$ cat src/rtl/nibble_pkg.sv
// rtl/nibble_pkg.sv - shared widths and state encoding for the nibble deserializer
package nibble_pkg;

  localparam int NIBBLE_W         = 4;
  localparam int WORD_W           = 32;
  localparam int NIBBLES_PER_WORD = 8;

  typedef enum logic {
    DS_IDLE,
    DS_COLLECT
  } deser_state_t;

  // New nibbles enter at the top so the first one ends up in the low bits.
  function automatic logic [WORD_W-1:0] shift_nibble(input logic [WORD_W-1:0] cur,
                                                      input logic [NIBBLE_W-1:0] nib);
    return {nib, cur[WORD_W-1:NIBBLE_W]};
  endfunction

endpackage

$ cat src/rtl/nibble_word_fifo.sv
// rtl/nibble_word_fifo.sv - registered word FIFO with occupancy count
module nibble_word_fifo #(
  parameter int DEPTH  = 2,
  parameter int WORD_W = 32
) (
  input  logic                    clk,
  input  logic                    rst_n,
  input  logic                    push,
  input  logic [WORD_W-1:0]       push_data,
  input  logic                    pop,
  output logic [WORD_W-1:0]       rd_data,
  output logic                    full,
  output logic                    empty,
  output logic [$clog2(DEPTH):0]  level
);

  localparam int PTR_W = $clog2(DEPTH);
  localparam logic [PTR_W:0]   FULL_LVL = (PTR_W+1)'(DEPTH);
  localparam logic [PTR_W-1:0] PTR_ONE  = PTR_W'(1);
  localparam logic [PTR_W:0]   LVL_ONE  = (PTR_W+1)'(1);

  logic [WORD_W-1:0] mem [DEPTH];
  logic [PTR_W-1:0]  wr_ptr;
  logic [PTR_W-1:0]  rd_ptr;
  logic              do_pop;
  logic              do_push;

  assign empty   = (level == '0);
  assign full    = (level == FULL_LVL);
  assign do_pop  = pop && !empty;
  // A pop in the same cycle frees the slot, so a full FIFO can still accept.
  assign do_push = push && (!full || do_pop);
  assign rd_data = mem[rd_ptr];

  always_ff @(posedge clk or negedge rst_n) begin
    if (!rst_n) begin
      for (int i = 0; i < DEPTH; i++) mem[i] <= '0;
      wr_ptr <= '0;
      rd_ptr <= '0;
      level  <= '0;
    end else begin
      if (do_push) begin
        mem[wr_ptr] <= push_data;
        wr_ptr      <= wr_ptr + PTR_ONE;
      end
      if (do_pop) rd_ptr <= rd_ptr + PTR_ONE;
      case ({do_push, do_pop})
        2'b10:   level <= level + LVL_ONE;
        2'b01:   level <= level - LVL_ONE;
        default: level <= level;
      endcase
    end
  end

endmodule

$ cat src/rtl/input_deserializer.sv
// rtl/input_deserializer.sv - collects nibbles into 32-bit words and queues them for the consumer
module input_deserializer
  import nibble_pkg::*;
#(
  parameter int DEPTH   = 2,
  parameter int GAP_MAX = 0
) (
  input  logic                    clk,
  input  logic                    rst_n,
  input  logic [3:0]              serial_in,
  input  logic                    serial_valid,
  output logic [31:0]             word_out,
  output logic                    word_valid,
  input  logic                    word_ready,
  output logic                    frame_error,
  output logic                    overflow,
  output logic                    deser_busy,
  output logic [$clog2(DEPTH):0]  fifo_level
);

  localparam int GAP_W = (GAP_MAX < 1) ? 1 : $clog2(GAP_MAX + 1);
  localparam logic [GAP_W-1:0] GAP_LIM  = GAP_W'(GAP_MAX);
  localparam logic [GAP_W-1:0] GAP_ONE  = GAP_W'(1);
  localparam logic [2:0]       LAST_NIB = 3'(NIBBLES_PER_WORD - 1);

  deser_state_t      state;
  logic [2:0]        nib_cnt;
  logic [GAP_W-1:0]  gap_cnt;
  logic [WORD_W-1:0] shift;
  logic [WORD_W-1:0] next_shift;
  logic              push;
  logic              fifo_full;
  logic              fifo_empty;

  assign next_shift = shift_nibble(shift, serial_in);
  assign push       = (state == DS_COLLECT) && serial_valid && (nib_cnt == LAST_NIB);
  assign word_valid = !fifo_empty;
  assign deser_busy = (state == DS_COLLECT);

  nibble_word_fifo #(
    .DEPTH  (DEPTH),
    .WORD_W (WORD_W)
  ) u_fifo (
    .clk       (clk),
    .rst_n     (rst_n),
    .push      (push),
    .push_data (next_shift),
    .pop       (word_ready),
    .rd_data   (word_out),
    .full      (fifo_full),
    .empty     (fifo_empty),
    .level     (fifo_level)
  );

  always_ff @(posedge clk or negedge rst_n) begin
    if (!rst_n) begin
      state       <= DS_IDLE;
      nib_cnt     <= '0;
      gap_cnt     <= '0;
      shift       <= '0;
      frame_error <= 1'b0;
      overflow    <= 1'b0;
    end else begin
      frame_error <= 1'b0;
      // Full implies non-empty, so word_ready alone tells whether a pop makes room.
      overflow    <= push && fifo_full && !word_ready;
      case (state)
        DS_IDLE: begin
          if (serial_valid) begin
            shift   <= next_shift;
            nib_cnt <= 3'd1;
            gap_cnt <= '0;
            state   <= DS_COLLECT;
          end
        end
        DS_COLLECT: begin
          if (serial_valid) begin
            shift   <= next_shift;
            gap_cnt <= '0;
            if (nib_cnt == LAST_NIB) begin
              nib_cnt <= '0;
              state   <= DS_IDLE;
            end else begin
              nib_cnt <= nib_cnt + 3'd1;
            end
          end else if (gap_cnt == GAP_LIM) begin
            frame_error <= 1'b1;
            nib_cnt     <= '0;
            gap_cnt     <= '0;
            shift       <= '0;
            state       <= DS_IDLE;
          end else begin
            gap_cnt <= gap_cnt + GAP_ONE;
          end
        end
        default: state <= DS_IDLE;
      endcase
    end
  end

endmodule

$ cat config.mk
export PLATFORM = sky130hd
export DESIGN_NAME = input_deserializer
export DESIGN_NICKNAME = d
export VERILOG_FILES = /design/src/rtl/nibble_pkg.sv /design/src/rtl/nibble_word_fifo.sv /design/src/rtl/input_deserializer.sv
export SDC_FILE = /design/constraint.sdc
export NUM_CORES = 1
export LEC_CHECK = 0
export CAP_MARGIN = 10
export CORE_MARGIN = 4
export CORE_UTILIZATION = 30
export DETAILED_ROUTE_END_ITERATION = 6
export GPL_TIMING_DRIVEN = 0
export PLACE_DENSITY = 0.48
export SLEW_MARGIN = 30
export SYNTH_ARGS = -nofsm -noshare
export SYNTH_HDL_FRONTEND = slang
export SYNTH_SLANG_ARGS = --single-unit
$ cat constraint.sdc
create_clock -name clk -period 2.1 [get_ports clk]
set_clock_uncertainty 0.05 [all_clocks]
set_input_delay 0.42 -clock clk [delete_from_list [all_inputs] [get_ports clk]]
set_output_delay 0.42 -clock clk [all_outputs]
set_load 0.02 [all_outputs]
==> results.toml, run 1 <==
[logic_synthesis]
syn-mean-instance-area_sq_um = 15.64
post_synth_instance_area_sq_um = 4222
synth_warnings = 0
yosys.cell_types.count = 25
synth_fp_nets = 281
share_of_yosys_cell_area_claimed_by_the_top_area_cell_type_pct = 60.46
yosysTopAreaCell = "sky130_fd_sc_hd__dfrtp_1"
synth_cells = 270
synth-seq-cells = 102
ys_seq_area_share_pct = 60.46
synth.area.top_cells = "sky130_fd_sc_hd__dfrtp_1, sky130_fd_sc_hd__mux2_2, sky130_fd_sc_hd__a22o_1, sky130_fd_sc_hd__mux2_1, sky130_fd_sc_hd__ha_1"

[detailed_routing]
drt_iter0_markers = 103
drt_first_pass_iters = 4
postRouteAntennaNets = 0
wl_per_cell_um = 17.60
remaining_drc_errors = 0
vias = 2414
route.detailed.vias_per_inst = 4.651
totalWireLength_um = 9135

[critical_path]
endpoint_kind = "output port"
crit_path_start_kind = "flip-flop"
path_max_fanout = 10
worstReg2RegEnd = "u_fifo.level[1]$_DFFE_PN0P_"
reg2reg_slack_ps = 140
timing.critical_path.required_ps = 1630
rr_startpoint = "nib_cnt[0]$_DFFE_PN0P_"
critical_path_arrival_ps = 1570
timing.critical_path.from = "u_fifo.rd_ptr$_DFFE_PN0P_"
rr_worst_depth = 7
path_class = "reg -> out"
critPathCapture = "word_out[15]"

[layout]
instances_no_fill = 519
final_core_utilization_pct = 37.75
layout-drive-gt1-share_pct = 46.90
layout.filler_cells = 1334
flow.area_growth_from_synthesis_pct = 23.65
fin_nets = 345
antenna-diode-count = 0
most-common-layout-cells = "sky130_fd_sc_hd__dfrtp_1, sky130_fd_sc_hd__mux2_2, sky130_fd_sc_hd__a22o_1"
mostFrequentLayoutCell = "sky130_fd_sc_hd__dfrtp_1"

[clock_network]
clock_latency_reported_for_the_late_side_of_the_worst_skew_pair_ps = 340
cts_htree_levels = 3
clock_sink_count = 102
cts-root-buf = "sky130_fd_sc_hd__clkbuf_16"
cts-buffers-inserted = 9
cts.reportedPaths.clkPinSlew_ps = 60
tritoncts_clock_tree = "built"
ctsLongestPathBuffers = 2

[grt]
globalRouteTotalUtil_pct = 12.11
grtUsageMet1_pct = 16.38
grt_use_met2_pct = 18.99
grt_overflow = 0
globalRouteMet3Util_pct = 3.200
grt_most_used_layer = "met2"
global_route_wire_length_before_repair_um = 14890
pin_count_of_the_biggest_net_entering_global_routing = 65
number_of_antenna_violations_at_the_first_check_in_global_routing = 0
vias_in_the_first_global_route = 2675

[flow_run]
cap_viol_max_count = 0

[timing]
slew_headroom_pct = 60.22
fmax_mhz = 489.1
hold_viol = 0
slew_violations = 0
worst_path_setup_slack_after_routing_ps = 55.52
setup-violations-final = 0
tightestPinTransition_ps = 596.8
whs_ps = 23.22
final_clock_period_utilization_by_the_worst_path_pct = 97.36
setup_repair_after_global_routing_missed_its_margin = "yes"
final_period_minus_worst_setup_slack_ps = 2044

[die]
initial_core_utilization_pct = 30.53
floorplan.rows = 43
core_region_area_sq_um = 13830
die_y_um = 126.6
die_width_um = 126.6
top_level_ports = 46
die-area_sq_um = 16030

[placement]
hpwl_dp_um = 5923
dpl.cell_count = 495
pre_cts_slack_ps = -427.8
globalplace.congestion = 0.7040
portBuffers = 44

[worst_hold_path]
hp-class = "in -> async"

[power_and_ir_drop]
p_per_area_nw_per_um2 = 888.8
power.ir.vdd_worst_v = 0.0004828
cellLeakagePower_uw = 0.002608

[run_status]
run_status = "finished, final reports clean"
[power breakdown]
part	internal, uW	total, uW	switching, uW
sequential	2050	2160	105
clock	897	1590	691
combinational	472	894	422
[worst min path at each step]
stage                                 end                       start  cells past startpoint
2_1_floorplan        deser_busy$_DFF_PN0_                       rst_n                      0
3_3_place_gp   u_fifo.mem[31]$_DFFE_PN0P_  u_fifo.mem[31]$_DFFE_PN0P_                      1
3_5_place_dp   u_fifo.mem[45]$_DFFE_PN0P_                       rst_n                      1
4_1_cts        u_fifo.mem[45]$_DFFE_PN0P_                       rst_n                      1
5_1_grt        u_fifo.mem[13]$_DFFE_PN0P_                       rst_n                      1
6_report       u_fifo.mem[45]$_DFFE_PN0P_                       rst_n                      1
[critical path, stage by stage, from the launching register on]
cell                      delay [ps]
sky130_fd_sc_hd__dfrtp_2         440
sky130_fd_sc_hd__buf_4           150
sky130_fd_sc_hd__buf_12          130
sky130_fd_sc_hd__mux2_2          350
sky130_fd_sc_hd__buf_2           160
[metrics by stage]
step                TNS, ps  total power [uW]  cell area [sq um]
floorplan                 0              2580               4222
global placement    -359550              2879               4887
detailed placement   -16030              2889               4908
CTS                       0              4705               5142
global route         -13.36              4854               5220
finish                    0              4640               5220
[cell usage after synthesis]
cell type and instances:
sky130_fd_sc_hd__a21boi_0 1, sky130_fd_sc_hd__a22o_1 29, sky130_fd_sc_hd__and2_1 2, sky130_fd_sc_hd__and4_1 1, sky130_fd_sc_hd__buf_1 1, sky130_fd_sc_hd__buf_2 4, sky130_fd_sc_hd__buf_4 4, sky130_fd_sc_hd__buf_6 3
sky130_fd_sc_hd__clkbuf_1 5, sky130_fd_sc_hd__dfrtp_1 102, sky130_fd_sc_hd__ha_1 3, sky130_fd_sc_hd__mux2_1 10, sky130_fd_sc_hd__mux2_2 86, sky130_fd_sc_hd__nand2_1 1, sky130_fd_sc_hd__nand2b_1 1, sky130_fd_sc_hd__nand3_2 1
sky130_fd_sc_hd__nor2_1 2, sky130_fd_sc_hd__nor2b_1 1, sky130_fd_sc_hd__nor3_4 1, sky130_fd_sc_hd__nor3b_4 2, sky130_fd_sc_hd__o21a_1 1, sky130_fd_sc_hd__o21ai_0 2, sky130_fd_sc_hd__or2_2 2, sky130_fd_sc_hd__xnor2_1 3
sky130_fd_sc_hd__xor2_1 2
[per-layer routing]
metal | vias up | wire, um
met2 | 47 | 4326
met3 | 8 | 376
met5 | - | 0
met1 | 1251 | 4307
li1 | 1108 | -
met4 | 0 | 125
[logic make-up (layout without fill, tap and decap cells)]
family | Yosys count | after routing | synth area share [%]
adders and majority gates | 3 | 3 | 0.8892
muxes | 96 | 96 | 25.61
buffers and inverters | 17 | 86 | 2.519
xor gates and xnor gates | 5 | 5 | 1.038
DFF | 102 | 102 | 60.46
AOI/OAI and AO/OA | 33 | 33 | 6.609
and+or+nand+nor | 14 | 14 | 2.875
[repair_timing]
item / 4_1_cts / 5_1_grt
buffers inserted: 5 / 4
pin swaps: 0 / 2
hold endpoints to repair: 0 / 0
hold buffers: 0 / 0
setup endpoints to repair: 33 / 76
resized for setup: 130 / 11
[flip-flops by register name, summed over array words and instances (netlist names)]
signal         cells
deser_busy         1
frame_error        1
nib_cnt            3
overflow           1
shift             28
u_fifo.level       2
u_fifo.mem        64
u_fifo.rd_ptr      1
u_fifo.wr_ptr      1
[cell type report]
cell class                      instances  area (sq um)  share of cell area (%)
Buffer                                 16         158.9                   3.044
Clock buffer                           13         270.3                   5.177
Clock inverter                          3         17.52                  0.3356
Multi-Input combinational cell        151          1565                   29.99
Sequential cell                       102          2554                   48.92
Tap cell                              180         225.2                   4.314
Timing Repair Buffer                   54         429.2                   8.221
Power figures use the tool's default switching activity.
==> run 2: changes to the inputs <==
- CORE_MARGIN: 4 -> 2
- clock period: 2.1 -> 1.9 ns (I/O delays scaled with it)
==> results.toml, run 2 (synthesis gave the netlist of run 1 again) <==
[run_status]
run_status = "finished, violations left"
failed_checks = "negative setup slack"

[critical_path]
worstReg2RegEnd = "u_fifo.mem[0]$_DFFE_PN0P_"
path_class = "reg -> out"
path_max_fanout = 5
rr_startpoint = "nib_cnt[0]$_DFFE_PN0P_"
timing.critical_path.from = "u_fifo.rd_ptr$_DFFE_PN0P_"
critical_path_arrival_ps = 1530
crit_path_start_kind = "flip-flop"
rr_worst_depth = 7
timing.critical_path.required_ps = 1470
critPathCapture = "word_out[3]"
reg2reg_slack_ps = 30
endpoint_kind = "output port"

[timing]
final_clock_period_utilization_by_the_worst_path_pct = 103.3
setup_repair_after_global_routing_missed_its_margin = "yes"
totalNegativeSetupSlack_ps = -1304
worst_path_setup_slack_after_routing_ps = -62.93
tightestPinTransition_ps = 594.0
final_period_minus_worst_setup_slack_ps = 1963
hold_viol = 0
slew_headroom_pct = 60.40
setup-violations-final = 32
slew_violations = 0
fmax_mhz = 509.4
whs_ps = 235.3

[die]
floorplan.rows = 43
initial_core_utilization_pct = 30.53
die-area_sq_um = 15040
die_y_um = 122.6
top_level_ports = 46
core_region_area_sq_um = 13830
die_width_um = 122.6

[power_and_ir_drop]
fin_total_pwr_uw = 5754
power.ir.vdd_worst_v = 0.0005862
p_per_area_nw_per_um2 = 987.3
cellLeakagePower_uw = 0.002819

[grt]
global_route_wire_length_before_repair_um = 14600
grt_overflow = 0
pin_count_of_the_biggest_net_entering_global_routing = 60
number_of_antenna_violations_at_the_first_check_in_global_routing = 0
vias_in_the_first_global_route = 2588
globalRouteTotalUtil_pct = 13.14

[clock_network]
clock_sink_count = 102
ctsLongestPathBuffers = 2
tritoncts_clock_tree = "built"
clock_latency_reported_for_the_late_side_of_the_worst_skew_pair_ps = 340
cts-root-buf = "sky130_fd_sc_hd__clkbuf_16"
cts_htree_levels = 3
cts.reportedPaths.clkPinSlew_ps = 70
cts-buffers-inserted = 9

[layout]
flow.area_growth_from_synthesis_pct = 38.06
layout.filler_cells = 1271
fin_nets = 355
antenna-diode-count = 0
top_regs = "u_fifo.mem x64, shift x28, nib_cnt x3"
final_cell_area_sq_um = 5828
max_reg_flops = 64
largest_register = "u_fifo.mem"
most-common-layout-cells = "sky130_fd_sc_hd__dfrtp_1, sky130_fd_sc_hd__mux2_2, sky130_fd_sc_hd__mux2_4"
mostFrequentLayoutCell = "sky130_fd_sc_hd__dfrtp_1"
layout-drive-gt1-share_pct = 50.86

[placement]
hpwl_dp_um = 5808
portBuffers = 44
place_area_sq_um = 4916
globalplace.congestion = 0.7069
pre_cts_slack_ps = -573.7

[detailed_routing]
postRouteAntennaNets = 0
remaining_drc_errors = 0
wl_per_cell_um = 18.03
totalWireLength_um = 9519
drt_iter0_markers = 102
route.detailed.vias_per_inst = 4.722
vias = 2493
drt_first_pass_iters = 4

[worst_hold_path]
hp-class = "in -> reg"

[flow_run]
cap_viol_max_count = 0
-- run 2: how the worst min path moves through the flow --
stage,slack (ps),from,end,depth (start not counted)
finish,240,serial_valid,frame_error$_DFF_PN0_,2
global route,250,serial_valid,frame_error$_DFF_PN0_,2
CTS,230,serial_valid,frame_error$_DFF_PN0_,2
detailed placement,290,rst_n,u_fifo.mem[45]$_DFFE_PN0P_,1
global placement,410,u_fifo.mem[43]$_DFFE_PN0P_,u_fifo.mem[43]$_DFFE_PN0P_,1
floorplan,30,rst_n,deser_busy$_DFF_PN0_,0
-- run 2: power breakdown --
group | total (uW) | internal, uW | switching, uW
Sequential | 2380 | 2270 | 111
Clock | 2080 | 1310 | 764
Combinational | 1300 | 722 | 573
Total | 5750 | 4310 | 1450
-- run 2: routing by layer --
metal	up-vias	global-route usage, %	part of all wire, %
li1	1135	-	-
met1	1306	18.34	49
met2	44	19.93	46
met3	8	3.392	4.2
met4	0	4.310	1.3
met5	-	0	0
-- run 2: what timing repair did --
action / in CTS / in global routing
buffers inserted: 9 / 3
cloned: 2 / 4
hold buffers: 1 / 0
resized for setup: 175 / 94
pin swaps: 2 / 3
endpoints found under the setup margin: 96 / 97
endpoints found under the hold margin: 43 / 0
-- run 2: layout make-up --
| class | count | area, sq um | share of cell area, % |
|---|---|---|---|
| Clock inverter | 4 | 95.09 | 1.632 |
| Timing Repair Buffer | 64 | 774.5 | 13.29 |
| Tap cell | 180 | 225.2 | 3.864 |
| Buffer | 16 | 193.9 | 3.328 |
| Clock buffer | 11 | 242.7 | 4.165 |
| Sequential cell | 102 | 2555 | 43.84 |
| Multi-Input combinational cell | 151 | 1742 | 29.88 |
-- run 2: worst max-delay path, stage by stage, from the launching register on --
cell,delay [ps]
sky130_fd_sc_hd__dfrtp_2,440
sky130_fd_sc_hd__buf_12,160
sky130_fd_sc_hd__clkbuf_16,160
sky130_fd_sc_hd__mux2_4,300
sky130_fd_sc_hd__buf_6,130
-- run 2: metrics by stage --
step	cells	util (%)
5_1_grt	528	42.15
4_1_cts	521	38.92
3_5_place_dp	495	35.55
2_1_floorplan	270	-
6_report	528	42.15
3_3_place_gp	494	35.35
